--- src/rtl/idli_pkg.sv ---
// Shared types and default geometry for the idli core control path.
package idli_pkg;

  localparam int SLICE_W    = 4;
  localparam int DATA_W     = 16;
  localparam int NUM_SLICES = DATA_W / SLICE_W;
  localparam int CTR_W      = $clog2(NUM_SLICES);

  typedef logic [CTR_W-1:0] ctr_t;

  typedef enum logic [1:0] {
    ST_INIT,
    ST_RUN,
    ST_STALL
  } ctrl_state_t;

endpackage

--- src/rtl/idli_ctrl_init_m.sv ---
// INIT hold-off: counts down a fixed number of cycles after reset and
// qualifies the result with memory readiness.
module idli_ctrl_init_m #(
  parameter int INIT_CYCLES = 16
) (
  input  logic i_init_gck,
  input  logic i_init_rst,
  input  logic i_init_mem_rdy,
  output logic o_init_done
);

  localparam int IW = (INIT_CYCLES > 1) ? $clog2(INIT_CYCLES) : 1;

  logic [IW-1:0] init_q, init_d;

  // Saturates at zero so a late mem_rdy is still honoured.
  always_comb begin
    init_d = init_q;
    if (init_q != '0) init_d = init_q - 1'b1;
  end

  always_ff @(posedge i_init_gck) begin
    if (i_init_rst) init_q <= IW'(INIT_CYCLES - 1);
    else            init_q <= init_d;
  end

  assign o_init_done = (init_q == '0) && i_init_mem_rdy;

endmodule

--- src/rtl/idli_ctrl_m.sv ---
// Slice sequencer for the nibble-serial idli core: reset hold-off,
// instruction-aligned stall and redirect.
module idli_ctrl_m #(
  parameter int SLICE_W     = idli_pkg::SLICE_W,
  parameter int DATA_W      = idli_pkg::DATA_W,
  parameter int INIT_CYCLES = 16,
  localparam int NUM_SLICES = DATA_W / SLICE_W,
  localparam int CTR_W      = $clog2(NUM_SLICES)
) (
  input  logic             i_ctrl_gck,
  input  logic             i_ctrl_rst,
  input  logic             i_ctrl_mem_rdy,
  input  logic             i_ctrl_stall,
  input  logic             i_ctrl_redirect,
  output logic [CTR_W-1:0] o_ctrl_ctr,
  output logic             o_ctrl_first,
  output logic             o_ctrl_last,
  output logic             o_ctrl_run,
  output logic             o_ctrl_redirect
);

  import idli_pkg::*;

  localparam logic [CTR_W-1:0] LAST = CTR_W'(NUM_SLICES - 1);

  ctrl_state_t      state_q, state_d;
  logic [CTR_W-1:0] ctr_q, ctr_d;
  logic             pend_q, pend_d;
  logic             act_q, act_d;
  logic             init_done;
  logic             boundary;

  idli_ctrl_init_m #(.INIT_CYCLES(INIT_CYCLES)) u_init (
    .i_init_gck    (i_ctrl_gck),
    .i_init_rst    (i_ctrl_rst),
    .i_init_mem_rdy(i_ctrl_mem_rdy),
    .o_init_done   (init_done)
  );

  // boundary marks every edge that lands on slice 0 of a running instruction.
  always_comb begin
    state_d  = state_q;
    ctr_d    = ctr_q;
    boundary = 1'b0;
    case (state_q)
      ST_INIT: begin
        ctr_d = '0;
        if (init_done) begin
          state_d  = ST_RUN;
          boundary = 1'b1;
        end
      end
      ST_RUN: begin
        if (ctr_q == LAST) begin
          ctr_d = '0;
          if (i_ctrl_stall) state_d  = ST_STALL;
          else              boundary = 1'b1;
        end else begin
          ctr_d = ctr_q + 1'b1;
        end
      end
      ST_STALL: begin
        ctr_d = '0;
        if (!i_ctrl_stall) begin
          state_d  = ST_RUN;
          boundary = 1'b1;
        end
      end
      default: begin
        state_d = ST_INIT;
        ctr_d   = '0;
      end
    endcase
  end

  // A request seen on the boundary edge itself folds straight into the
  // next instruction so a last-slice pulse still hits instruction k+1.
  always_comb begin
    pend_d = pend_q | i_ctrl_redirect;
    act_d  = act_q;
    if (boundary) begin
      act_d  = pend_q | i_ctrl_redirect;
      pend_d = 1'b0;
    end
  end

  always_ff @(posedge i_ctrl_gck) begin
    if (i_ctrl_rst) begin
      state_q <= ST_INIT;
      ctr_q   <= '0;
      pend_q  <= 1'b0;
      act_q   <= 1'b0;
    end else begin
      state_q <= state_d;
      ctr_q   <= ctr_d;
      pend_q  <= pend_d;
      act_q   <= act_d;
    end
  end

  assign o_ctrl_run      = (state_q == ST_RUN);
  assign o_ctrl_ctr      = ctr_q;
  assign o_ctrl_first    = o_ctrl_run && (ctr_q == '0);
  assign o_ctrl_last     = o_ctrl_run && (ctr_q == LAST);
  assign o_ctrl_redirect = o_ctrl_run && act_q;

endmodule

--- config.mk ---
export PLATFORM = sky130hd
export DESIGN_NAME = idli_ctrl_m
export DESIGN_NICKNAME = d
export VERILOG_FILES = /design/src/rtl/idli_pkg.sv /design/src/rtl/idli_ctrl_init_m.sv /design/src/rtl/idli_ctrl_m.sv
export SDC_FILE = /design/constraint.sdc
export NUM_CORES = 1
export LEC_CHECK = 0
export CAP_MARGIN = 20
export CORE_MARGIN = 3
export CORE_UTILIZATION = 29
export CTS_BUF_LIST = sky130_fd_sc_hd__clkbuf_16
export DETAILED_ROUTE_END_ITERATION = 7
export HOLD_SLACK_MARGIN = 0.02
export PLACE_DENSITY = 0.54
export SYNTH_ARGS = -nofsm -noshare
export SYNTH_HDL_FRONTEND = slang
export SYNTH_SLANG_ARGS = --single-unit
export TNS_END_PERCENT = 10
--- constraint.sdc ---
create_clock -name i_ctrl_gck -period 3.55 [get_ports i_ctrl_gck]
set_input_delay 0.355 -clock i_ctrl_gck [delete_from_list [all_inputs] [get_ports i_ctrl_gck]]
set_output_delay 0.355 -clock i_ctrl_gck [all_outputs]
set_load 0.02 [all_outputs]
==> impl_metrics.yaml, run 1 <==
run_status:
  status: "finished, final reports clean"
worst_setup_path:
  r2r_slack_ns: 2.04
  end_kind: "primary output"
  worst_path_max_delay_cell: "clkdlybuf4s50_1"
  cp_cell_sequence: "nor2b_4 -> and2_1 -> clkdlybuf4s50_1"
  slowest_delay_ns: 0.59
  startpoint_type: "flop"
  crit_required_ns: 3.19
  cp.arrival_ns: 1.59
  r2r-start: "u_init.init_q[0]"
  cp_max_fo: 7
  r2r_end: "act_q"
  reg2reg_depth: 6
  path_class: "reg -> out"
timing:
  hold_slack_ns: 0.4997
  finalCritPeriodShare: 0.5467
  slew_viol_final: 0
  fin_ws_ns: 1.609
  finalSetupViolations: 0
  fin_skew_ns: 0.002560
  hold_viol: 0
  slew_headroom: 0.7941
  fmax_mhz: 515.2
  rsz0062_at_grt: "false"
  tns_ns: 0
  fin_crit_ns: 1.941
  worst_slew_pin_slew_ns: 0.3079
routing:
  viasPerCell: 4.788
  antenna_left: 0
  routedWlPerCell_um: 10.70
  first_pass_iters: 3
  drcViolationCount: 0
  vias: 383
  routed_wl_um: 856
  dr.first_iter.drc_count: 4
layout:
  fillerInstances: 157
  final_nets: 75
  area_growth_pct: 37.07
  multiInputGateArea_sq_um: 285.3
  utilization: 0.4460
  seq_area_sq_um: 200.2
  drive_gt1_frac: 0.1406
  diodes: 0
pwr:
  power.total_uw: 327.9
  power_density_nw_per_um2: 466.3
  p_leak_nw: 0.3042
  power.internal_uw: 271.7
  ir_worst_vdd_uv: 490.0
  pwr-share-seq: 0.362
  p_clk_frac: 0.586
  p_sw_uw: 56.18
  p_sw_frac: 0.1713
  power_frac_comb: 0.053
placed_design:
  dpl.hpwl_um: 681.5
  port_buffers: 10
  post-place-ws_ns: 1.843
  globalplace.congestion: 0.6721
synthesis:
  yosysTopAreaCell: "dfxtp_1"
  synth-seq-cells: 10
  synthesis.area_sq_um: 513.0
  yosysWarnings: 0
  synth_most_common_cell: "dfxtp_1"
  seq_area_frac_synth: 0.3902
  synth_cell_types: 27
  async_flop_share: 0
  synth-edff-count: 0
  synth.top_cells.by_area: "dfxtp_1 (39%), ha_1 (9.8%), inv_1 (4.4%)"
  synth_top_area_frac: 0.3902
  syn_area_per_cell_sq_um: 9.865
  synthCells: 52
  synthesis.nets: 61
  synthFlopType: "dfxtp_1"
  yosys-top-cells-count: "dfxtp_1 (10), inv_1 (6), ha_1 (4)"
grt:
  track_usage: 0.1008
  grt_max_degree: 10
  grt_pass1_wl_um: 1435
  antenna_found_initial: 0
  grt_pass1_vias: 329
  gr-total-overflow: 0
die:
  start_util: 0.3254
  die_y_um: 48.06
  core_sq_um: 1577
  die_w_um: 48.06
  die-area_sq_um: 2310
  io_pins: 11
  fp-row-count: 14
cts:
  h-tree-depth: 1
  cts_max_path_buffers: 2
  cts_tree: "built"
  cts_setup_buffers: 0
  ctsRootBufferMaster: "clkbuf_16"
  path_clk_slew_ns: 0.04
  cts_resized: 0
  cts.sinks: 10
  cts_buffers: 3
  clk_latency_ns: 0.23
  holdBufCountCts: 0
worst_hold_path:
  min_path_type: "reg -> reg"
  min_from: "pend_q"
  hold_depth: 2
  hold_end: "pend_q"
run:
  drv_cap: 0
sequential cells by signal, summed over array words and instances, names as in the netlist:
name / flops
act_q: 1
pend_q: 1
u_init.init_q: 4
state_q: 2
o_ctrl_ctr: 2
logic make-up after synthesis:
logic type               after synthesis  synth area share
multiplexers                           2           0.03903
flip-flops                            10            0.3902
buffers and inverters                  7           0.05365
AND/OR/NAND/NOR                       18            0.2488
XOR/XNOR                               1           0.01708
adder cells (fa/ha/maj)                4           0.09756
AO/OA/AOI/OAI                         10            0.1537
power groups by stage:
stage | Sequential, mW | Clock, mW | Combinational, mW
after floorplan | 0.120 | 0 | 0.0109
after global placement | 0.120 | 0 | 0.0177
after detailed placement | 0.120 | 0 | 0.0177
after CTS | 0.119 | 0.199 | 0.0179
after global routing | 0.119 | 0.202 | 0.0197
final | 0.119 | 0.192 | 0.0173
worst max path at each step:
stage | start | endpoint | slack [ns] | cells after the start
2_1_floorplan | u_init.init_q[0] | act_q | 2.15 | 6
3_3_place_gp | state_q[0] | o_ctrl_redirect | 1.86 | 3
3_5_place_dp | state_q[0] | o_ctrl_first | 1.84 | 3
4_1_cts | state_q[0] | o_ctrl_first | 1.59 | 3
5_1_grt | state_q[0] | o_ctrl_last | 1.53 | 3
6_report | state_q[0] | o_ctrl_first | 1.61 | 3
placed cells by master (no fill, tap or decap), drive strengths merged, types with 2 or more instances in the layout:
master and instances:
o21ai 2, a21oi 3, inv 6, and2 3, mux2i 2, ha 4, nor2 3, nor2b 2
nor3b 2, clkdlybuf4s50 10, clkbuf 3, and3 2, dfxtp 10
per-layer routing:
layer,vias up,part of all wire,global-route usage
met3,2,0.032,0.05639
met5,-,0,0
met4,0,0.022,0.08065
met2,4,0.49,0.1451
li1,201,-,-
met1,176,0.46,0.1071
cell type report:
class / instances / area share
timing repair buffer: 10 / 0.1423
clock buffer: 3 / 0.1068
multi-input combinational: 35 / 0.4057
inverter: 6 / 0.03203
tap: 16 / 0.02847
sequential: 10 / 0.2847
metrics by stage:
stage | instances | area (sq um)
3_5_place_dp | 77 | 628.1
3_3_place_gp | 77 | 628.1
2_1_floorplan | 52 | 513.0
4_1_cts | 80 | 703.2
5_1_grt | 80 | 703.2
6_report | 80 | 703.2
worst max-delay path, delay by kind of cell (launching register included):
| kind | cells | cell delay, ns |
|---|---|---|
| buffers and inverters | 1 | 0.59 |
| flip-flops | 1 | 0.39 |
| AND/OR/NAND/NOR | 2 | 0.37 |
No activity file was read; power rests on OpenSTA's default activity.
==> run 2, diff against run 1 <==
Settings changed: PLACE_DENSITY 0.54 to 0.55.
Clock period 3.55 ns to 1.7 ns, I/O delays scaled along.
==> run 2 against run 1 <==
- count of clock-buffer cells in the layout is the same
- sequential share of layout area decreased by 0.25 points
- design area grew 0.89%
- hold slack got worse by 0.018 ns
- critical path type unchanged
- setup slack lost 1.4 ns
- via count is 2.1% lower
- final cell count is 1.3% higher
- clock power is 110% higher
- critical endpoint is now o_ctrl_redirect
- critical path depth unchanged
- die area unchanged
- total power rose by 110%
- register-to-register slack worse by 1.8 ns
==> impl_metrics.yaml, run 2 (synthesis gave the netlist of run 1 again) <==
timing:
  fin_skew_ns: 0.0006716
  tns_ns: 0
  slew_headroom: 0.7899
  fin_crit_ns: 1.498
  hold_viol: 0
  rsz0062_at_grt: "false"
  fin_ws_ns: 0.2018
  finalCritPeriodShare: 0.8813
  slew_viol_final: 0
  fmax_mhz: 667.5
  finalSetupViolations: 0
  worst_slew_pin_slew_ns: 0.3142
grt:
  antenna_found_initial: 0
  gr-total-overflow: 0
  track_usage: 0.09560
  grt_pass1_vias: 365
  grt_max_degree: 10
  grt_pass1_wl_um: 1511
layout:
  final_nets: 76
  fin_cells: 81
  final_cell_mix: "dfxtp_1 (10), inv_1 (6), clkdlybuf4s50_1 (6)"
  largest_register_ffs: 4
  largest-register: "u_init.init_q"
  diodes: 0
  fillerInstances: 161
  drive_gt1_frac: 0.1538
  final_common_cell: "dfxtp_1"
  area_growth_pct: 38.29
  multiInputGateArea_sq_um: 285.3
  seq_area_sq_um: 200.2
worst_hold_path:
  hold_depth: 2
  min_from: "pend_q"
  min_path_type: "reg -> reg"
  hold_end: "pend_q"
pwr:
  power.total_uw: 681.9
  power_density_nw_per_um2: 961.2
  p_sw_frac: 0.1681
  pwr-share-seq: 0.364
  power_frac_comb: 0.054
  p_leak_nw: 0.3431
  ir_worst_vdd_uv: 870.5
  p_sw_uw: 114.6
  power.internal_uw: 567.3
  p_clk_frac: 0.582
die:
  core_sq_um: 1577
  fp-row-count: 14
  die_w_um: 48.06
  die-area_sq_um: 2310
  io_pins: 11
  die_y_um: 48.06
  start_util: 0.3254
placed_design:
  port_buffers: 10
  globalplace.congestion: 0.6622
  post-place-ws_ns: 0.1498
  dpl.hpwl_um: 685.5
  numPlacedInstances: 78
routing:
  routedWlPerCell_um: 11.01
  vias: 375
  viasPerCell: 4.630
  antenna_left: 0
  drcViolationCount: 0
  routed_wl_um: 892
  first_pass_iters: 4
  dr.first_iter.drc_count: 8
cts:
  clk_latency_ns: 0.23
  cts.sinks: 10
  cts_tree: "built"
  ctsRootBufferMaster: "clkbuf_16"
  path_clk_slew_ns: 0.04
  h-tree-depth: 1
  cts_max_path_buffers: 2
  cts_buffers: 3
worst_setup_path:
  crit_required_ns: 1.53
  r2r_slack_ns: 0.22
  end_kind: "primary output"
  r2r_end: "act_q"
  cp_max_fo: 7
  path_class: "reg -> out"
  r2r-start: "u_init.init_q[0]"
  reg2reg_depth: 6
  startpoint_type: "flop"
  cp.arrival_ns: 1.33
run:
  drv_cap: 0
run_status:
  status: "finished, final reports clean"
## run 2: cell types whose count changed in the layout (fill, tap and decap cells not counted), sizes merged
cell / previous run / this run
buf: 0 / 1
clkdlybuf4s50: 10 / 6
dlygate4sd2: 0 / 3
dlymetal6s2s: 0 / 1
## run 2: metrics by stage
step	util	instance area, sq um	hold slack, ns
global route	0.4500	709.4	0.5311
floorplan	-	513.0	0.3218
detailed placement	0.4032	635.6	0.4810
finish	0.4500	709.4	0.4817
global placement	0.4032	635.6	0.4766
CTS	0.4484	706.9	0.4893
## run 2: worst max path at each step
stage	from	to	slack (ns)	depth (start not counted)
after global routing	u_init.init_q[0]	act_q	0.05	6
after floorplan	u_init.init_q[0]	act_q	0.30	6
after CTS	state_q[0]	o_ctrl_run	0.02	2
after global placement	o_ctrl_ctr[0]	o_ctrl_last	0.17	3
final	state_q[0]	o_ctrl_redirect	0.20	3
after detailed placement	state_q[0]	o_ctrl_redirect	0.15	3
## run 2: layer usage
metal / up-vias / GRT usage / routed length [um]
met4: 0 / 0.01613 / 0
met1: 168 / 0.1208 / 452
met2: 4 / 0.1504 / 409
met3: 0 / 0.04511 / 30
li1: 203 / - / -
met5: - / 0 / 0
## run 2: cell type report
class	instances	area share
inverters	6	0.03175
multi-input cells	35	0.4021
well taps	16	0.02822
flip-flops and latches	10	0.2822
repair buffers	11	0.1499
clock buffers	3	0.1058
## run 2: timing repair
item	CTS	global route
cloned	0	0
endpoints found under the setup margin	3	1
gates resized for setup	3	1
hold buffers	0	0
endpoints found under the hold margin	0	0
setup buffers	0	0
## run 2: power by group through the flow
stage	Clock, mW	Sequential [mW]	Combinational, mW
floorplan	0	0.251	0.0228
global placement	0	0.252	0.0358
detailed placement	0	0.252	0.0373
CTS	0.407	0.248	0.0377
global route	0.419	0.249	0.0427
finish	0.397	0.248	0.0371
## run 2: critical path, stage by stage, from the launching register on
cell and delay (ns):
dfxtp_1 0.39, nor2b_4 0.23, and2_1 0.14, dlygate4sd2_1 0.33
==> run 3, diff against run 2 <==
Settings changed: MAX_ROUTING_LAYER set to met4.
==> results of run 3 <==
Same layout as run 2: the final DEF is identical, and so are final timing and power.
Main changes from that run: final weighted congestion in routability-driven placement 0.6622 -> 0.6684; wire length of the first global-routing pass 1511 um -> 1504 um; via count of the first global-routing pass 365 -> 366; overall routing resource usage 0.09560 -> 0.09859
